==> src/rtl/stream_raster_src.sv <==
// Raster stream source: walks a full frame (active + blanking) in raster order,
// pulling active pixels from a valid/ready upstream and stalling when it underruns.
module stream_raster_src #(
   parameter int BIT_WIDTH    = 8,
   parameter int IMAGE_HEIGHT = 480,
   parameter int IMAGE_WIDTH  = 640,
   parameter int FRAME_HEIGHT = 525,
   parameter int FRAME_WIDTH  = 800,
   parameter int CONTINUOUS   = 0,
   localparam int VW = $clog2(FRAME_HEIGHT),
   localparam int HW = $clog2(FRAME_WIDTH)
) (
   input  logic                 clock,
   input  logic                 n_rst,
   input  logic                 start,
   input  logic                 ds_ready,
   input  logic                 in_valid,
   input  logic [BIT_WIDTH-1:0] in_pixel,
   output logic                 in_ready,
   output logic                 out_enable,
   output logic [BIT_WIDTH-1:0] out_pixel,
   output logic [VW-1:0]        out_vcnt,
   output logic [HW-1:0]        out_hcnt,
   output logic                 busy,
   output logic                 frame_done,
   output logic [15:0]          stall_cnt
);

   typedef enum logic {S_IDLE, S_RUN} state_t;

   state_t               r_state;
   logic [VW-1:0]        r_v;
   logic [HW-1:0]        r_h;
   logic                 r_en;
   logic [BIT_WIDTH-1:0] r_pix;
   logic [VW-1:0]        r_ov;
   logic [HW-1:0]        r_oh;
   logic                 r_busy;
   logic                 r_fd;
   logic [15:0]          r_stall;

   logic w_run, w_active, w_adv, w_under, w_last_h, w_last_v;

   // Limits are cast to the counter width; they always fit since IMAGE < FRAME <= 2**W.
   assign w_run    = (r_state == S_RUN);
   assign w_active = (r_v < VW'(IMAGE_HEIGHT)) && (r_h < HW'(IMAGE_WIDTH));
   assign w_last_h = (r_h == HW'(FRAME_WIDTH - 1));
   assign w_last_v = (r_v == VW'(FRAME_HEIGHT - 1));
   assign w_adv    = w_run && ds_ready && (!w_active || in_valid);
   assign w_under  = w_run && ds_ready && w_active && !in_valid;

   assign in_ready   = w_run && ds_ready && w_active;
   assign out_enable = r_en;
   assign out_pixel  = r_pix;
   assign out_vcnt   = r_ov;
   assign out_hcnt   = r_oh;
   assign busy       = r_busy;
   assign frame_done = r_fd;
   assign stall_cnt  = r_stall;

   always_ff @(posedge clock) begin
      if (!n_rst) begin
         r_state <= S_IDLE;
         r_v     <= '0;
         r_h     <= '0;
         r_en    <= 1'b0;
         r_pix   <= '0;
         r_ov    <= '0;
         r_oh    <= '0;
         r_busy  <= 1'b0;
         r_fd    <= 1'b0;
         r_stall <= '0;
      end else begin
         r_en <= 1'b0;
         r_fd <= 1'b0;
         case (r_state)
            S_IDLE: begin
               if (start) begin
                  r_state <= S_RUN;
                  r_busy  <= 1'b1;
                  r_v     <= '0;
                  r_h     <= '0;
                  r_stall <= '0;
               end
            end
            S_RUN: begin
               if (w_adv) begin
                  r_en  <= 1'b1;
                  r_pix <= w_active ? in_pixel : '0;
                  r_ov  <= r_v;
                  r_oh  <= r_h;
                  if (w_last_h) begin
                     r_h <= '0;
                     if (w_last_v) begin
                        r_v  <= '0;
                        r_fd <= 1'b1;
                        // Frame boundary: one-shot returns to idle, continuous mode restarts the underrun count.
                        if (CONTINUOUS == 0) begin
                           r_state <= S_IDLE;
                           r_busy  <= 1'b0;
                        end else begin
                           r_stall <= '0;
                        end
                     end else begin
                        r_v <= r_v + 1'b1;
                     end
                  end else begin
                     r_h <= r_h + 1'b1;
                  end
               end else if (w_under && r_stall != 16'hFFFF) begin
                  r_stall <= r_stall + 1'b1;
               end
            end
            default: r_state <= S_IDLE;
         endcase
      end
   end

endmodule

==> config.mk <==
export PLATFORM = sky130hd
export DESIGN_NAME = stream_raster_src
export DESIGN_NICKNAME = d
export VERILOG_FILES = /design/src/rtl/stream_raster_src.sv
export SDC_FILE = /design/constraint.sdc
export NUM_CORES = 1
export LEC_CHECK = 0
export ABC_AREA = 1
export CAP_MARGIN = 40
export CORE_UTILIZATION = 48
export DETAILED_ROUTE_END_ITERATION = 8
export PLACE_DENSITY = 0.85
export SLEW_MARGIN = 10
export SYNTH_ARGS = -nofsm -noshare
export SYNTH_HDL_FRONTEND = slang
export SYNTH_SLANG_ARGS = --single-unit
==> constraint.sdc <==
create_clock -name clock -period 1.7 [get_ports clock]
set_clock_uncertainty 0.05 [all_clocks]
set_input_delay 0.34 -clock clock [delete_from_list [all_inputs] [get_ports clock]]
set_output_delay 0.34 -clock clock [all_outputs]
set_load 0.01 [all_outputs]
==> results of run 1 <==
==> final timing paths <==
path / from / to / slack (ns)
worst max-delay path: r_h[9]$_SDFFE_PN0P_ / out_hcnt[6]$_SDFFE_PN0P_ / 0.006
worst min-delay path: out_pixel[4]$_SDFFE_PN0P_ / out_pixel[4]$_SDFFE_PN0P_ / 0.41
worst max register to register: r_h[9]$_SDFFE_PN0P_ / out_hcnt[6]$_SDFFE_PN0P_ / 0.006
worst min register to register: out_pixel[4]$_SDFFE_PN0P_ / out_pixel[4]$_SDFFE_PN0P_ / 0.41
==> synthesized netlist by cell type <==
| master | n | share of area |
|---|---|---|
| sky130_fd_sc_hd__nand2_2 | 16 | 0.028 |
| sky130_fd_sc_hd__a21boi_1 | 1 | 0.0021 |
| sky130_fd_sc_hd__o21bai_1 | 2 | 0.0041 |
| sky130_fd_sc_hd__nand4_1 | 16 | 0.028 |
| sky130_fd_sc_hd__inv_1 | 36 | 0.037 |
| sky130_fd_sc_hd__a31oi_1 | 1 | 0.0017 |
| sky130_fd_sc_hd__a21oi_2 | 10 | 0.024 |
| sky130_fd_sc_hd__nand3_2 | 1 | 0.0028 |
| sky130_fd_sc_hd__nor4_1 | 1 | 0.0017 |
| sky130_fd_sc_hd__nand2_1 | 108 | 0.11 |
| sky130_fd_sc_hd__buf_2 | 5 | 0.0069 |
| sky130_fd_sc_hd__clkinv_1 | 1 | 0.0010 |
| sky130_fd_sc_hd__nand3_1 | 47 | 0.065 |
| sky130_fd_sc_hd__o21ai_0 | 23 | 0.032 |
| sky130_fd_sc_hd__inv_2 | 7 | 0.0073 |
| sky130_fd_sc_hd__nor2_2 | 2 | 0.0035 |
| sky130_fd_sc_hd__clkbuf_2 | 1 | 0.0014 |
| sky130_fd_sc_hd__or2_2 | 1 | 0.0017 |
| sky130_fd_sc_hd__nor3b_1 | 1 | 0.0021 |
| sky130_fd_sc_hd__nor3_1 | 7 | 0.0097 |
| sky130_fd_sc_hd__dfxtp_1 | 68 | 0.38 |
| sky130_fd_sc_hd__buf_6 | 6 | 0.019 |
| sky130_fd_sc_hd__xor2_1 | 11 | 0.027 |
| sky130_fd_sc_hd__nand4_2 | 1 | 0.0035 |
| sky130_fd_sc_hd__or2_1 | 1 | 0.0017 |
| sky130_fd_sc_hd__nor2_1 | 69 | 0.072 |
| sky130_fd_sc_hd__a21oi_1 | 41 | 0.057 |
| sky130_fd_sc_hd__clkbuf_1 | 10 | 0.010 |
| sky130_fd_sc_hd__o21ai_1 | 3 | 0.0041 |
| sky130_fd_sc_hd__nand2_8 | 1 | 0.0055 |
| sky130_fd_sc_hd__buf_12 | 1 | 0.0055 |
| sky130_fd_sc_hd__ha_1 | 4 | 0.014 |
| sky130_fd_sc_hd__o21bai_4 | 1 | 0.0052 |
| sky130_fd_sc_hd__nand2_4 | 2 | 0.0062 |
| sky130_fd_sc_hd__and2_1 | 2 | 0.0035 |
| sky130_fd_sc_hd__inv_4 | 1 | 0.0017 |
| sky130_fd_sc_hd__buf_4 | 1 | 0.0021 |
| sky130_fd_sc_hd__nor2_4 | 5 | 0.016 |
==> worst max-delay path: stages, from the launching register on <==
cell and delay (ns):
sky130_fd_sc_hd__dfxtp_4 0.37, sky130_fd_sc_hd__nand2_4 0.08, sky130_fd_sc_hd__nand2_4 0.05, sky130_fd_sc_hd__nor2_4 0.11, sky130_fd_sc_hd__buf_4 0.12, sky130_fd_sc_hd__nand3_2 0.08, sky130_fd_sc_hd__nand2_4 0.13, sky130_fd_sc_hd__inv_1 0.11
sky130_fd_sc_hd__buf_12 0.17, sky130_fd_sc_hd__o21ai_0 0.21, sky130_fd_sc_hd__a21oi_1 0.07
==> flip-flops by register name (all words and copies together) (netlist names) <==
signal / cells
stall_cnt: 16
out_hcnt: 10
out_vcnt: 10
r_h: 10
r_v: 10
out_pixel: 8
busy: 1
frame_done: 1
out_enable: 1
r_state: 1
==> cell families (layout without fill, tap and decap cells) <==
group,count (synthesis),count (layout),share of synthesized area
AND/OR/NAND/NOR,281,281,0.361
AO/OA/AOI/OAI,82,82,0.130
buffers and inverters,69,185,0.0923
flip-flops,68,68,0.376
XOR/XNOR,11,11,0.0266
adder cells (fa/ha/maj),4,4,0.0138
==> per-layer routing <==
metal  GRT usage  up-vias  wire (um)
met2       0.478      163       5540
met4       0.135        0        355
met5           0        -          0
li1            -     1900          -
met3      0.0578       45        645
met1       0.309     1867       4160
==> per-stage QoR <==
stage | power, mW | setup TNS [ns] | setup WS (ns) | cell area, sq um | hold WS, ns
floorplan | 2.06 | 0 | 0.00929 | 3620 | 0.406
global placement | 2.30 | -4.35 | -0.222 | 4650 | 0.402
detailed placement | 2.32 | -7.16 | -0.239 | 4650 | 0.407
CTS | 3.93 | 0 | 0.0116 | 4890 | 0.417
global route | 4.10 | -0.256 | -0.0679 | 5020 | 0.438
finish | 3.97 | 0 | 0.00566 | 5020 | 0.415
==> layout make-up <==
type | instances | share of cell area
Clock inverter | 6 | 0.0224
Clock buffer | 10 | 0.0254
Tap cell | 99 | 0.0247
Sequential cell | 68 | 0.275
Timing Repair Buffer | 124 | 0.215
Inverter | 45 | 0.0347
Multi-Input combinational cell | 378 | 0.403
==> repair_timing <==
| action | in CTS | in global routing |
|---|---|---|
| gates resized for setup | 29 | 37 |
| pin swaps | 1 | 8 |
| endpoints found under the setup margin | 24 | 28 |
| setup buffers | 0 | 3 |
==> power by group <==
group / switching, mW / leakage, nW / internal, mW
clock: 0.667 / 0.120 / 0.977
sequential: 0.0420 / 0.557 / 1.65
combinational: 0.356 / 1.42 / 0.276
total: 1.07 / 2.09 / 2.90
==> tab_implementation.tex, run 1 <==
\begin{tabular}{lr}
\hline
Metric & Value \\
\hline
\multicolumn{2}{l}{\textbf{STA}} \\
Relative max-transition margin & 0.780 \\
Slew at the pin with the worst max-slew slack & 0.330 ns \\
Shortest period the worst path allows & 1.69 ns \\
Final hold violations & 0 \\
Setup repair after global routing missed its margin & yes \\
Fmax & about 600 MHz \\
Finish-stage setup viols & 0 \\
Fraction of the cycle the final worst path needs & 0.997 \\
Final slew viol count & 0 \\
\multicolumn{2}{l}{\textbf{Route}} \\
Violation count after the first detailed-routing iteration & 383 \\
Pre-antenna DRT Iters & 6 \\
Overall routed net length & 10700 um \\
Drt via density & 5.45 \\
Final ANT Viol Nets & 0 \\
DRC violation count after routing & 0 \\
WL per Instance & $\sim$15 um \\
Count of vias placed by the detailed router & just under 4000 \\
\multicolumn{2}{l}{\textbf{Place}} \\
Number of buffers added on ports & 60 \\
Cell count after placement & 711 \\
Final HPWL DP & 7180 um \\
RD Place Congestion & about 0.89 \\
\multicolumn{2}{l}{\textbf{Die}} \\
Placeable core region & a little over 7000 sq um \\
Chip Width & 88.8 um \\
Initial Util & 0.499 \\
Placement Rows & 31 \\
DIE AREA & 7890 sq um \\
Die H & 88.8 um \\
Number of primary I/O pins & 61 \\
\multicolumn{2}{l}{\textbf{Yosys}} \\
Part of the Yosys area used for sequential elements & 0.376 \\
Yosys warning total & 0 \\
Combined area of all synthesized cells & 3620 sq um \\
Post-Syn Area per Cell & approximately 7 sq um \\
Yosys reg bits & $\sim$70 \\
Count of cell types in the netlist & 38 \\
Net count after synthesis & around 530 \\
Post-Synthesis Cells & 515 \\
\multicolumn{2}{l}{\textbf{Cells and area}} \\
Reg area & 1380 sq um \\
Area grow syn2layout & 38.6\% \\
Fill cell instance count of the final layout & about 550 \\
Leading cell type in the layout, fill and taps excluded & sky130\_fd\_sc\_hd\_\_nand2\_1 \\
Number of diodes added for antenna fixing & 0 \\
Core occupancy in the finished layout & 0.692 \\
Top library cells by usage in the layout, fill and taps aside & 101 x sky130\_fd\_sc\_hd\_\_nand2\_1, 66 x sky130\_fd\_sc\_hd\_\_nor2\_1, 61 x sky130\_fd\_sc\_hd\_\_buf\_4 \\
Multi-input gate area & 2020 sq um \\
Fraction of final layout cells with drive strength greater than 1 & 0.244 \\
Final net count & roughly 640 \\
Fin cells & 730 \\
\multicolumn{2}{l}{\textbf{Clock tree}} \\
Clock tree root driver cell & sky130\_fd\_sc\_hd\_\_clkbuf\_8 \\
Total clock sinks & 68 \\
Clock network latency to the later pin of the worst-skew pair & between 0.3 and 0.4 ns \\
Worst-path clk slew & approximately 0.080 ns \\
H-tree depth reported by CTS & 3 \\
Buffer depth of the longest clock path & 2 \\
Number of buffers inserted during clock tree synthesis & 9 \\
Cts-stage hold buffer count & 0 \\
TritonCTS clock tree & built \\
\multicolumn{2}{l}{\textbf{Global route}} \\
Initial antenna violation count & 0 \\
Vias in the first global route & approximately 3600 \\
Wire length of the first global-routing pass & between 15000 and 20000 um \\
Total track usage & 0.271 \\
Pin count of the biggest net entering global routing & 30 \\
Total gr overflow & 0 \\
\multicolumn{2}{l}{\textbf{Critical path}} \\
Worst-case reg-to-reg path depth & 10 \\
Highest fanout seen on the critical path & 29 \\
Category of the worst setup path capture point & register \\
Worst endpoint required time & 1.89 ns \\
Category of the critical setup timing path & reg -> reg \\
Nature of the critical path startpoint & register \\
Data arrival at the endpoint of the critical path & 1.89 ns \\
\multicolumn{2}{l}{\textbf{Power and ir drop}} \\
Standby leakage power & 2.09 nW \\
IR Drop Worst-Case VDD & 0.561 mV \\
Pwr/cell area & 791 nW/um\^{}2 \\
\multicolumn{2}{l}{\textbf{Min path}} \\
Class of the tightest hold or removal check & reg -> reg \\
Worst Hold Depth & 2 \\
\multicolumn{2}{l}{\textbf{Status}} \\
Status & finished, final reports clean \\
\multicolumn{2}{l}{\textbf{Job}} \\
Max-Cap Viols & 0 \\
\hline
\end{tabular}
No activity file was read; power rests on OpenSTA's default activity.
==> run 2: changes to the inputs <==
HOLD_SLACK_MARGIN = 0.15   (was unset)
RECOVER_POWER = 100   (was unset)
==> run 2 against run 1 <==
  * Wire length is 0.13% higher
  * Design area hardly changed
  * Cell count stayed put
  * Hold slack hardly changed
  * Total power is 0.30% higher
  * Setup slack better by 0.0060 ns
  * First-iteration DRC count stayed put
  * Via count is 0.48% lower
  * Flip-flop and latch count stayed put
  * Maximum frequency is 0.35% higher
  * Critical endpoint unchanged
  * Largest power group unchanged
  * Highest routed layer unchanged
==> tab_implementation.tex, run 2 (synthesis results as in run 1) <==
\begin{tabular}{lr}
\hline
Metric & Value \\
\hline
\multicolumn{2}{l}{\textbf{STA}} \\
Final hold violations & 0 (unchanged) \\
Fraction of the cycle the final worst path needs & 0.993 (-0.00350) \\
Setup repair after global routing missed its margin & yes \\
Final slew viol count & 0 (unchanged) \\
Fmax & 592 MHz (+0.35\%) \\
Final hold slack & 0.415 ns (+0.0000290 ns) \\
Relative max-transition margin & 0.779 (-0.000831) \\
Slew at the pin with the worst max-slew slack & 0.331 ns (+0.00125 ns) \\
Shortest period the worst path allows & 1.69 ns (-0.00595 ns) \\
Finish-stage setup viols & 0 (unchanged) \\
\multicolumn{2}{l}{\textbf{Die}} \\
DIE AREA & 7890 sq um (unchanged) \\
Chip Width & 88.8 um (unchanged) \\
Initial Util & 0.499 (unchanged) \\
Placement Rows & 31 (unchanged) \\
Number of primary I/O pins & 61 (unchanged) \\
Die H & 88.8 um (unchanged) \\
Placeable core region & 7250 sq um (unchanged) \\
\multicolumn{2}{l}{\textbf{Global route}} \\
Total gr overflow & 0 (unchanged) \\
Pin count of the biggest net entering global routing & 30 (unchanged) \\
Initial antenna violation count & 0 (unchanged) \\
Total track usage & 0.271 (unchanged) \\
Vias in the first global route & 3646 (unchanged) \\
Wire length of the first global-routing pass & 16200 um (unchanged) \\
\multicolumn{2}{l}{\textbf{Clock tree}} \\
Buffer depth of the longest clock path & 2 (unchanged) \\
Clock network latency to the later pin of the worst-skew pair & 0.36 ns (about the same) \\
Clock tree root driver cell & sky130\_fd\_sc\_hd\_\_clkbuf\_8 \\
H-tree depth reported by CTS & 3 (unchanged) \\
Cts-stage hold buffer count & 0 (unchanged) \\
TritonCTS clock tree & built \\
Worst-path clk slew & 0.08 ns (about the same) \\
Total clock sinks & 68 (unchanged) \\
Number of buffers inserted during clock tree synthesis & 9 (unchanged) \\
\multicolumn{2}{l}{\textbf{Critical path}} \\
Largest stage delay on the critical path & 0.37 ns (about the same) \\
Worst endpoint required time & 1.90 ns (about the same) \\
Highest fanout seen on the critical path & 29 (unchanged) \\
Nature of the critical path startpoint & register \\
Category of the critical setup timing path & reg -> reg \\
CP Cell Sequence & nand2\_4 > nand2\_4 > nor2\_4 > buf\_4 > nand3\_2 > nand2\_4 > inv\_1 > buf\_12 > o21ai\_0 > a21oi\_1 \\
Category of the worst setup path capture point & register \\
Crit-path slowest cell & sky130\_fd\_sc\_hd\_\_dfxtp\_4 \\
Most common cell on crit path & sky130\_fd\_sc\_hd\_\_nand2\_4 \\
Data arrival at the endpoint of the critical path & 1.89 ns (about the same) \\
\multicolumn{2}{l}{\textbf{Route}} \\
Violation count after the first detailed-routing iteration & 383 (unchanged) \\
Final ANT Viol Nets & 0 (unchanged) \\
Overall routed net length & 10700 um (+0.13\%) \\
Count of vias placed by the detailed router & 3956 (-0.48\%) \\
Pre-antenna DRT Iters & 6 (unchanged) \\
Drt via density & 5.42 (-0.48\%) \\
WL per Instance & 14.7 um (+0.13\%) \\
DRC violation count after routing & 0 (unchanged) \\
\multicolumn{2}{l}{\textbf{Place}} \\
Area of placed instances & 4650 sq um (unchanged) \\
Final HPWL DP & 7180 um (unchanged) \\
Number of buffers added on ports & 60 (unchanged) \\
RD Place Congestion & 0.888 (unchanged) \\
\multicolumn{2}{l}{\textbf{Cells and area}} \\
Number of diodes added for antenna fixing & 0 (unchanged) \\
Post-route cell area & 5010 sq um (about the same) \\
Area grow syn2layout & 38.5\% (about the same) \\
Leading cell type in the layout, fill and taps excluded & sky130\_fd\_sc\_hd\_\_nand2\_1 \\
Final net count & 643 (unchanged) \\
Top library cells by usage in the layout, fill and taps aside & 101 x sky130\_fd\_sc\_hd\_\_nand2\_1, 66 x sky130\_fd\_sc\_hd\_\_nor2\_1, 61 x sky130\_fd\_sc\_hd\_\_buf\_4 \\
Max reg flops & 16 (unchanged) \\
Fraction of final layout cells with drive strength greater than 1 & 0.244 (unchanged) \\
Fill cell instance count of the final layout & 554 (+0.36\%) \\
\multicolumn{2}{l}{\textbf{Power and ir drop}} \\
Standby leakage power & 2.06 nW (-1.6\%) \\
IR Drop Worst-Case VDD & 0.561 mV (about the same) \\
Power consumption & 3.98 mW (+0.30\%) \\
Pwr/cell area & 794 nW/um\^{}2 (+0.40\%) \\
\multicolumn{2}{l}{\textbf{Status}} \\
Status & finished, final reports clean \\
\multicolumn{2}{l}{\textbf{Min path}} \\
Class of the tightest hold or removal check & reg -> reg \\
\multicolumn{2}{l}{\textbf{Job}} \\
Max-Cap Viols & 0 (unchanged) \\
\hline
\end{tabular}
## run 2: cell types whose count changed in the layout (fill, tap and decap cells not counted)
cell | before | now
sky130_fd_sc_hd__clkdlybuf4s25_1 | 0 | 2
sky130_fd_sc_hd__dlymetal6s2s_1 | 2 | 0
## run 2: what timing repair did
action,CTS,global route
pin swaps,1,8
resized for setup,29,37
cloned,0,0
endpoints found under the setup margin,24,28
setup buffers,0,3
## run 2: critical path, delay by kind of cell (launching register included)
kind | cells | cell delay, ns
buffers and inverters | 3 | 0.40
DFF | 1 | 0.37
and+or+nand+nor | 5 | 0.45
AOI/OAI and AO/OA | 2 | 0.28
## run 2: power breakdown
part | total, mW | switching [mW] | internal, mW
Sequential | 1.69 | 0.0422 | 1.65
Combinational | 0.632 | 0.356 | 0.276
Clock | 1.66 | 0.679 | 0.977
Total | 3.98 | 1.08 | 2.90
## run 2: per-layer routing
metal	wire, um	part of all wire	track usage	vias to the layer above
met2	5530	0.52	0.478	156
met5	0	0	0	-
met3	680	0.063	0.0578	46
li1	-	-	-	1898
met4	358	0.033	0.135	0
met1	4140	0.39	0.309	1856
## run 2: worst paths after layout
path | start | end | slack (ns) | cells after the start
setup / recovery | r_h[9]$_SDFFE_PN0P_ | out_hcnt[6]$_SDFFE_PN0P_ | 0.01 | 10
hold / removal | out_pixel[4]$_SDFFE_PN0P_ | out_pixel[4]$_SDFFE_PN0P_ | 0.41 | 2
setup reg to reg | r_h[9]$_SDFFE_PN0P_ | out_hcnt[6]$_SDFFE_PN0P_ | 0.01 | 10
hold reg to reg | out_pixel[4]$_SDFFE_PN0P_ | out_pixel[4]$_SDFFE_PN0P_ | 0.41 | 2
## run 2: metrics by stage
step	instances	setup TNS, ns	util	setup WS [ns]
2_1_floorplan	515	0	-	0.00929
3_3_place_gp	711	-4.35	0.642	-0.222
3_5_place_dp	711	-7.16	0.642	-0.239
4_1_cts	727	0	0.674	0.0116
5_1_grt	730	-0.256	0.691	-0.0679
6_report	730	0	0.691	0.0116
## run 2: cell type report
| class | count | area (sq um) | share of cell area |
|---|---|---|---|
| Multi-Input combinational cell | 378 | 2020 | 0.403 |
| Sequential cell | 68 | 1380 | 0.275 |
| Timing Repair Buffer | 124 | 1080 | 0.215 |
| Inverter | 45 | 174 | 0.0347 |
| Clock buffer | 10 | 128 | 0.0255 |
| Tap cell | 99 | 124 | 0.0247 |
| Clock inverter | 6 | 113 | 0.0225 |
